### src/rtl/washing_machine_ctrl.sv
`default_nettype none
// ============================================================================
//  Module   : washing_machine_ctrl
//  Purpose  : Washing-machine program sequencer. Runs one soap wash, then
//             RINSE_CYCLES water rinses, then a timed spin. Wash and spin
//             durations come from an internal down-counter; fill is guarded
//             by a watchdog that latches a fault. A user stop drains the drum
//             and returns to idle with an 'aborted' pulse.
//  Ports    : clk, reset (sync, active-high)
//             door_close, start, stop, filled, det_added, drained  - inputs
//             pause (only when WM_PAUSE_EN is defined)              - input
//             door_lock, motor_on, fill_valve_on, drain_valve_on,
//             soap_wash, water_wash, done, aborted, fault           - outputs
//             state [2:0], pass [PASS_W-1:0]                        - status
//  Config   : WM_PAUSE_EN - adds the pause port; a registered pause freezes
//             the WASH/SPIN timer and stops the motor.
//  Revision : 1.0 - initial release
// ============================================================================
module washing_machine_ctrl #(
    parameter int RINSE_CYCLES = 2,
    parameter int WASH_TIME    = 1000,
    parameter int SPIN_TIME    = 500,
    parameter int FILL_TIMEOUT = 4000,
    parameter int TIMER_W      = 16,
    localparam int PASS_W      = $clog2(RINSE_CYCLES + 1)
) (
    input  logic              clk,
    input  logic              reset,
    input  logic              door_close,
    input  logic              start,
    input  logic              stop,
    input  logic              filled,
    input  logic              det_added,
    input  logic              drained,
`ifdef WM_PAUSE_EN
    input  logic              pause,
`endif
    output logic              door_lock,
    output logic              motor_on,
    output logic              fill_valve_on,
    output logic              drain_valve_on,
    output logic              soap_wash,
    output logic              water_wash,
    output logic              done,
    output logic              aborted,
    output logic              fault,
    output logic [2:0]        state,
    output logic [PASS_W-1:0] pass
);

    typedef enum logic [2:0] {
        S_IDLE      = 3'd0,
        S_FILL      = 3'd1,
        S_DETERGENT = 3'd2,
        S_WASH      = 3'd3,
        S_DRAIN     = 3'd4,
        S_SPIN      = 3'd5,
        S_DONE      = 3'd6,
        S_FAULT     = 3'd7
    } state_t;

    localparam logic [TIMER_W-1:0] c_WASH_LOAD = TIMER_W'(WASH_TIME - 1);
    localparam logic [TIMER_W-1:0] c_SPIN_LOAD = TIMER_W'(SPIN_TIME - 1);
    localparam logic [TIMER_W-1:0] c_FILL_LAST = TIMER_W'(FILL_TIMEOUT - 1);
    localparam logic [PASS_W-1:0]  c_LAST_PASS = PASS_W'(RINSE_CYCLES);

    state_t              state_q,   state_d;
    logic [PASS_W-1:0]   pass_q,    pass_d;
    logic [TIMER_W-1:0]  timer_q,   timer_d;
    logic                abort_q,   abort_d;    // current program was stopped by the user
    logic                aborted_q, aborted_d;  // one-cycle completion pulse of an abort drain
    logic                w_paused;

`ifdef WM_PAUSE_EN
    // Pause is registered so that motor_on stays a pure register decode;
    // freezing and motor-off therefore both act one cycle after pause.
    logic pause_q, pause_d;
    always_comb pause_d = pause;
    assign w_paused = pause_q;
`else
    assign w_paused = 1'b0;
`endif

    // ------------------------------------------------------------------
    // Registers
    // ------------------------------------------------------------------
    always_ff @(posedge clk) begin
        if (reset) begin
            state_q   <= S_IDLE;
            pass_q    <= '0;
            timer_q   <= '0;
            abort_q   <= 1'b0;
            aborted_q <= 1'b0;
`ifdef WM_PAUSE_EN
            pause_q   <= 1'b0;
`endif
        end else begin
            state_q   <= state_d;
            pass_q    <= pass_d;
            timer_q   <= timer_d;
            abort_q   <= abort_d;
            aborted_q <= aborted_d;
`ifdef WM_PAUSE_EN
            pause_q   <= pause_d;
`endif
        end
    end

    // ------------------------------------------------------------------
    // Next-state logic. Stop has priority over the fill watchdog, which
    // has priority over the normal transitions.
    // ------------------------------------------------------------------
    always_comb begin
        state_d   = state_q;
        pass_d    = pass_q;
        timer_d   = timer_q;
        abort_d   = abort_q;
        aborted_d = 1'b0;

        unique case (state_q)
            S_IDLE: begin
                if (start && door_close) begin
                    state_d = S_FILL;
                    pass_d  = '0;
                    timer_d = '0;
                end
            end

            S_FILL: begin
                if (stop) begin
                    state_d = S_DRAIN;
                    abort_d = 1'b1;
                    timer_d = '0;
                end else if (filled) begin
                    // Only the first pass needs detergent loaded.
                    state_d = (pass_q == '0) ? S_DETERGENT : S_WASH;
                    timer_d = c_WASH_LOAD;
                end else if (timer_q == c_FILL_LAST) begin
                    state_d = S_FAULT;
                end else begin
                    timer_d = timer_q + TIMER_W'(1);
                end
            end

            S_DETERGENT: begin
                if (stop) begin
                    state_d = S_DRAIN;
                    abort_d = 1'b1;
                    timer_d = '0;
                end else if (det_added) begin
                    state_d = S_WASH;
                    timer_d = c_WASH_LOAD;
                end
            end

            S_WASH: begin
                if (stop) begin
                    state_d = S_DRAIN;
                    abort_d = 1'b1;
                    timer_d = '0;
                end else if (!w_paused) begin
                    if (timer_q == '0) begin
                        state_d = S_DRAIN;
                    end else begin
                        timer_d = timer_q - TIMER_W'(1);
                    end
                end
            end

            S_DRAIN: begin
                if (drained) begin
                    if (abort_q) begin
                        state_d   = S_IDLE;
                        pass_d    = '0;
                        abort_d   = 1'b0;
                        aborted_d = 1'b1;
                    end else if (pass_q < c_LAST_PASS) begin
                        state_d = S_FILL;
                        pass_d  = pass_q + PASS_W'(1);
                        timer_d = '0;
                    end else begin
                        state_d = S_SPIN;
                        timer_d = c_SPIN_LOAD;
                    end
                end
            end

            S_SPIN: begin
                if (!w_paused) begin
                    if (timer_q == '0) begin
                        state_d = S_DONE;
                    end else begin
                        timer_d = timer_q - TIMER_W'(1);
                    end
                end
            end

            S_DONE: begin
                state_d = S_IDLE;
                pass_d  = '0;
            end

            S_FAULT: begin
                // Only reset leaves FAULT.
                state_d = S_FAULT;
            end

            default: begin
                state_d = S_IDLE;
            end
        endcase
    end

    // ------------------------------------------------------------------
    // Output decode from registered state only.
    // ------------------------------------------------------------------
    always_comb begin
        door_lock      = 1'b0;
        motor_on       = 1'b0;
        fill_valve_on  = 1'b0;
        drain_valve_on = 1'b0;
        soap_wash      = 1'b0;
        water_wash     = 1'b0;
        done           = 1'b0;
        fault          = 1'b0;

        unique case (state_q)
            S_IDLE: begin
            end
            S_FILL: begin
                door_lock     = 1'b1;
                fill_valve_on = 1'b1;
            end
            S_DETERGENT: begin
                door_lock = 1'b1;
            end
            S_WASH: begin
                door_lock  = 1'b1;
                motor_on   = !w_paused;
                soap_wash  = (pass_q == '0);
                water_wash = (pass_q != '0);
            end
            S_DRAIN: begin
                door_lock      = 1'b1;
                drain_valve_on = 1'b1;
            end
            S_SPIN: begin
                door_lock      = 1'b1;
                motor_on       = !w_paused;
                drain_valve_on = 1'b1;
            end
            S_DONE: begin
                done = 1'b1;
            end
            S_FAULT: begin
                fault          = 1'b1;
                door_lock      = 1'b1;
                drain_valve_on = 1'b1;
            end
            default: begin
            end
        endcase
    end

    assign aborted = aborted_q;
    assign state   = state_q;
    assign pass    = pass_q;

endmodule
`default_nettype wire
### config.mk
export PLATFORM = sky130hd
export DESIGN_NAME = washing_machine_ctrl
export DESIGN_NICKNAME = d
export VERILOG_FILES = /design/src/rtl/washing_machine_ctrl.sv
export SDC_FILE = /design/constraint.sdc
export NUM_CORES = 1
export LEC_CHECK = 0
export CORE_MARGIN = 3
export CORE_UTILIZATION = 50
export CTS_BUF_LIST = sky130_fd_sc_hd__clkbuf_8
export DETAILED_ROUTE_END_ITERATION = 10
export GPL_ROUTABILITY_DRIVEN = 0
export PLACE_DENSITY = 0.71
export SLEW_MARGIN = 20
export SYNTH_ARGS = -nofsm -noshare
export SYNTH_HDL_FRONTEND = slang
export SYNTH_SLANG_ARGS = --single-unit
### constraint.sdc
create_clock -name clk -period 2.4 [get_ports clk]
set_clock_uncertainty 0.05 [all_clocks]
set_input_delay 0.24 -clock clk [delete_from_list [all_inputs] [get_ports clk]]
set_output_delay 0.24 -clock clk [all_outputs]
set_load 0.1 [all_outputs]
== Yosys cells after proc, flatten, opt, wreduce, memory -nomap -nowiden ==
Cells that the tools add are included.
Cells by class
  add/sub/neg operators: 3
  magnitude comparators: 1
  equality and inequality tests: 18
  mux-type cells: 43
  bitwise operators: 2
  reductions and logical operators: 17
Operator list (count)
  $mux 16: 10
  $pmux 16 s6: 1
  $mux 3: 12
  $pmux 3 s8: 1
  $add 16x1->16 const B: 1
  $eq 16x12->1 const B: 1
  $logic_not 16->1: 1
  $sub 16x1->16 const B: 1
  $eq 3x3->1 const B: 4
  $mux 1: 12
  $reduce_and 6->1: 2
  $mux 9: 1
  $ne 3x3->1 const B: 3
  $reduce_or 3->1: 3
  $mux 2: 4
  $ne 2x2->1 const B: 4
  $ne 4x4->1 const B: 2
  $eq 3x2->1 const B: 2
  $pmux 2 s3: 1
  $reduce_bool 6->1: 1
  $reduce_or 6->1: 1
  $reduce_and 4->1: 1
  $reduce_bool 2->1: 2
  $eq 3x1->1 const B: 1
  other kinds (11): 12
Storage, ports and cells
  register bits after elaboration: 23
  bits of input ports: 8

== Longest topological paths before layout ==
Gate-level depths: netlist (run 1).
  depth after elaboration: 5
  mapped depth: 9
  mapped depth without buffers: 8

== Worst setup path before layout (run 1) ==
Ideal clock, no wire load.
  path kind: flip-flop to flip-flop
  start: reg state_q[0], in the netlist state[0]
  end: reg timer_q[15]
  arrival: 4655 ps
  slack: -2392 ps
  cell stages (with the launch flop): 7
  path through: dfxtp_1 inv_1 nor3_1 nor2b_1 or3_1 buf_2 o31ai_1
Between the ends
  longest elaborated chain between the ends: 3
  elaborated cells between the ends (all ways): 14
Ends and longest elaborated chain
  start, declared: RTL line 67  | state_t state_q, state_d;
  start signal, assigned: RTL line 98  | state_q <= state_d;
  $eq 3x1->1, or another cell as far along: RTL line 120  | unique case (state_q)
  $ne 4x4->1 (no line), or another cell as far along
  $reduce_and 6->1 (no line)
  end signal, assigned: RTL line 100  | timer_q <= timer_d;
  end, declared: RTL line 69  | logic [TIMER_W-1:0] timer_q, timer_d;
Parallel ways exist; a longest one is shown, timed or not.
A chain may end at the register's enable or synchronous reset.

== Final worst setup path (run 1) ==
  start: reg timer_q[15]
  end: reg timer_q[0]
Between the ends
  longest elaborated chain between the ends: 4
  elaborated cells between the ends (all ways): 7
Ends and longest elaborated chain (RTL line)
  $logic_not 16->1: 162, 190
  $mux 16 (2 in a row)
  $pmux 16 s6
Parallel ways exist; a longest one is shown, timed or not.

==> impl_metrics.env, run 1 <==
export IMPL_dr_pass1_iters=5
export IMPL_root_buffer="clkbuf_8"
export IMPL_routedWlPerCell_um=17.6
export IMPL_ant_nets=0
export IMPL_wirelength_um=6720
export IMPL_clk_path_buf_depth=2
export IMPL_r2r_cells=7
export IMPL_synth_nets=301
export IMPL_worstSetupEndpointType="register"
export IMPL_maxCapViolCount=0
export IMPL_syn_avg_cell_area_um2=7.62
export IMPL_clkPwrFrac_pct=13.4
export IMPL_grt_pass1_vias=2231
export IMPL_fin_crit_ns=2.32
export IMPL_hold_buffers=0
export IMPL_cp_start_kind="register"
export IMPL_die_w_um=72.1
export IMPL_core_area_um2=4120
export IMPL_grt_pass1_wl_um=10900
export IMPL_io_buffers=21
export IMPL_internal_power_uw=980
export IMPL_drtIter0Drc=217
export IMPL_insertedDiodeCount=0
export IMPL_final_common_cell="buf_4"
export IMPL_worstPathArrival_ns=2.47
export IMPL_hold_viol=0
export IMPL_post_route_util_pct=67.7
export IMPL_path_max_fanout=9
export IMPL_ys_ff_latch=23
export IMPL_power_frac_comb_pct=62.3
export IMPL_dp_hpwl_um=5190
export IMPL_dpl_worst_slack_ns=-0.151
export IMPL_vias_per_cell=6.35
export IMPL_status="finished, final reports clean"
export IMPL_power_mw=1.98
export IMPL_die_area_um2=5200
export IMPL_seq_area_frac_synth_pct=21.1
export IMPL_postLayoutCellArea_um2=2790
export IMPL_drive_gt1_share_pct=28.0
export IMPL_hold_slack_ns=0.420
export IMPL_grt_max_degree=19
export IMPL_nNetsFinal=347
export IMPL_h_tree_depth=1
export IMPL_max_freq_mhz=432
export IMPL_hold_path_depth=2
export IMPL_rsz0062_at_grt="no"
export IMPL_drc_errors=0
export IMPL_ir_worst_vdd_v=0.000472
export IMPL_cts_tree="yes"
export IMPL_start_util_pct=53.1
export IMPL_postCtsResizedCells=0
export IMPL_track_usage_pct=26.2
export IMPL_die_h_um=72.1
export IMPL_p_switching_uw=999
export IMPL_numCtsBuffers=3
export IMPL_layout_common_cells="buf_4 (46), nand2_1 (25), a21oi_1 (20)"
export IMPL_hold_class="register to register"
export IMPL_worst_slew_pin_slew_ns=0.676
export IMPL_syn_inst=287
export IMPL_slew_headroom_pct=54.6
export IMPL_synthFlopType="dfxtp_1"
export IMPL_vias=2427
export IMPL_async_flop_share_pct=0
export IMPL_synth_warnings=0
export IMPL_placed_area_um2=2720
export IMPL_slew_violations=0
export IMPL_period_share_pct=96.5
export IMPL_area_growth_pct=27.5
export IMPL_cp_required_ns=2.56
export IMPL_io_pins=22
export IMPL_setup_violations=0
export IMPL_grt_antenna_before_repair=0
export IMPL_pwr_density_cell_nw_per_um2=710
export IMPL_worstSetupPathType="register to register"
export IMPL_swShare_pct=50.5
export IMPL_clkTransAtPathRegs_ns=0.10
export IMPL_cts_setup_buffers=0
export IMPL_p_leak_nw=1.07
export IMPL_grt_overflow=0
export IMPL_synth_edf_count=0
export IMPL_synth_cell_area_um2=2190
export IMPL_insertion_delay_ns=0.28
export IMPL_cts_sinks=23
export IMPL_setup_ws_ns=0.0844
export IMPL_synth_cell_type_count=66
export IMPL_seqPwrFrac_pct=24.3
export IMPL_fp_row_count=23
## through the flow
| step | std cells | setup TNS [ns] |
|---|---|---|
| finish | 382 | 0 |
| global route | 382 | 0 |
| CTS | 382 | 0 |
| detailed placement | 378 | -0.750 |
| global placement | 378 | -0.613 |
| floorplan | 287 | -3.60 |
## per-layer routing
layer	part of all wire, %	GRT usage (%)	vias to the layer above	wire length, um
met1	42	36.0	1110	2850
met5	0	0	-	0
met4	1.8	7.31	0	121
met3	9.4	3.60	16	631
met2	46	42.7	126	3110
li1	-	-	1175	-
## power groups by stage
stage	Sequential (mW)	Clock, mW	Combinational [mW]
6_report	0.481	0.265	1.23
4_1_cts	0.479	0.267	1.22
3_3_place_gp	0.486	0	1.20
2_1_floorplan	0.576	0	0.743
5_1_grt	0.489	0.281	1.30
3_5_place_dp	0.487	0	1.21
## cells by family (layout without fill, tap and decap cells)
| kind of cell | Yosys count | after routing | synth area share [%] |
|---|---|---|---|
| xor gates and xnor gates | 8 | 8 | 3.21 |
| adders and majority gates | 6 | 6 | 3.43 |
| AOI/OAI and AO/OA | 94 | 94 | 30.4 |
| and+or+nand+nor | 123 | 123 | 32.9 |
| DFF | 23 | 23 | 21.1 |
| buffers and inverters | 33 | 78 | 9.04 |
## critical path: stages, from the launching register on
cell	delay, ns
dfxtp_1	0.33
or4_4	0.57
or4_4	0.60
nor2_4	0.14
o21ba_4	0.24
buf_4	0.16
nand2_1	0.06
o21ai_1	0.09
## Yosys cell counts (6+ instances only)
library cell  count  area share [%]
a21oi_1          21             4.8
nand2b_1          6             1.7
inv_1            14             2.4
nand3_1           7             1.6
o21ai_0          13             3.0
or3_1             8             2.3
nor2_1           18             3.1
ha_1              6             3.4
nor3_1           15             3.4
nand2_1          25             4.3
clkbuf_1          8             1.4
o211ai_1          6             2.1
dfxtp_1          23              21
nor4_1            7             2.0
## state kept, by name, indices dropped and copies added, names as in the netlist
signal	flops
timer_q	16
abort_q	1
aborted	1
pass	2
state	3
## layout make-up
class                      count  area [um2]
multi-input combinational    231        1600
inverter                      14        52.6
fill                         354        1330
tap                           50        62.6
timing repair buffer          60         556
sequential                    23         472
clock inverter                 1        5.00
clock buffer                   3        41.3
## worst paths after layout
| kind | from | end | slack (ns) |
|---|---|---|---|
| worst max-delay path | timer_q[15] | timer_q[0] | 0.08 |
| worst min-delay path | pass[0] | pass[0] | 0.42 |
| worst max register to register | timer_q[15] | timer_q[0] | 0.08 |
| worst min register to register | pass[0] | pass[0] | 0.42 |
(Power assumes the default switching activity.)
==> run 2, diff against run 1 <==
--- a/config.mk
+++ b/config.mk
@@ -11,6 +11,7 @@
 export DETAILED_ROUTE_END_ITERATION = 10
 export GPL_ROUTABILITY_DRIVEN = 0
 export PLACE_DENSITY = 0.71
+export SKIP_CTS_REPAIR_TIMING = 1
 export SLEW_MARGIN = 20
 export SYNTH_ARGS = -nofsm -noshare
 export SYNTH_HDL_FRONTEND = slang
==> results of run 2 <==
No change in the layout: final DEF, timing and power equal those of run 1.
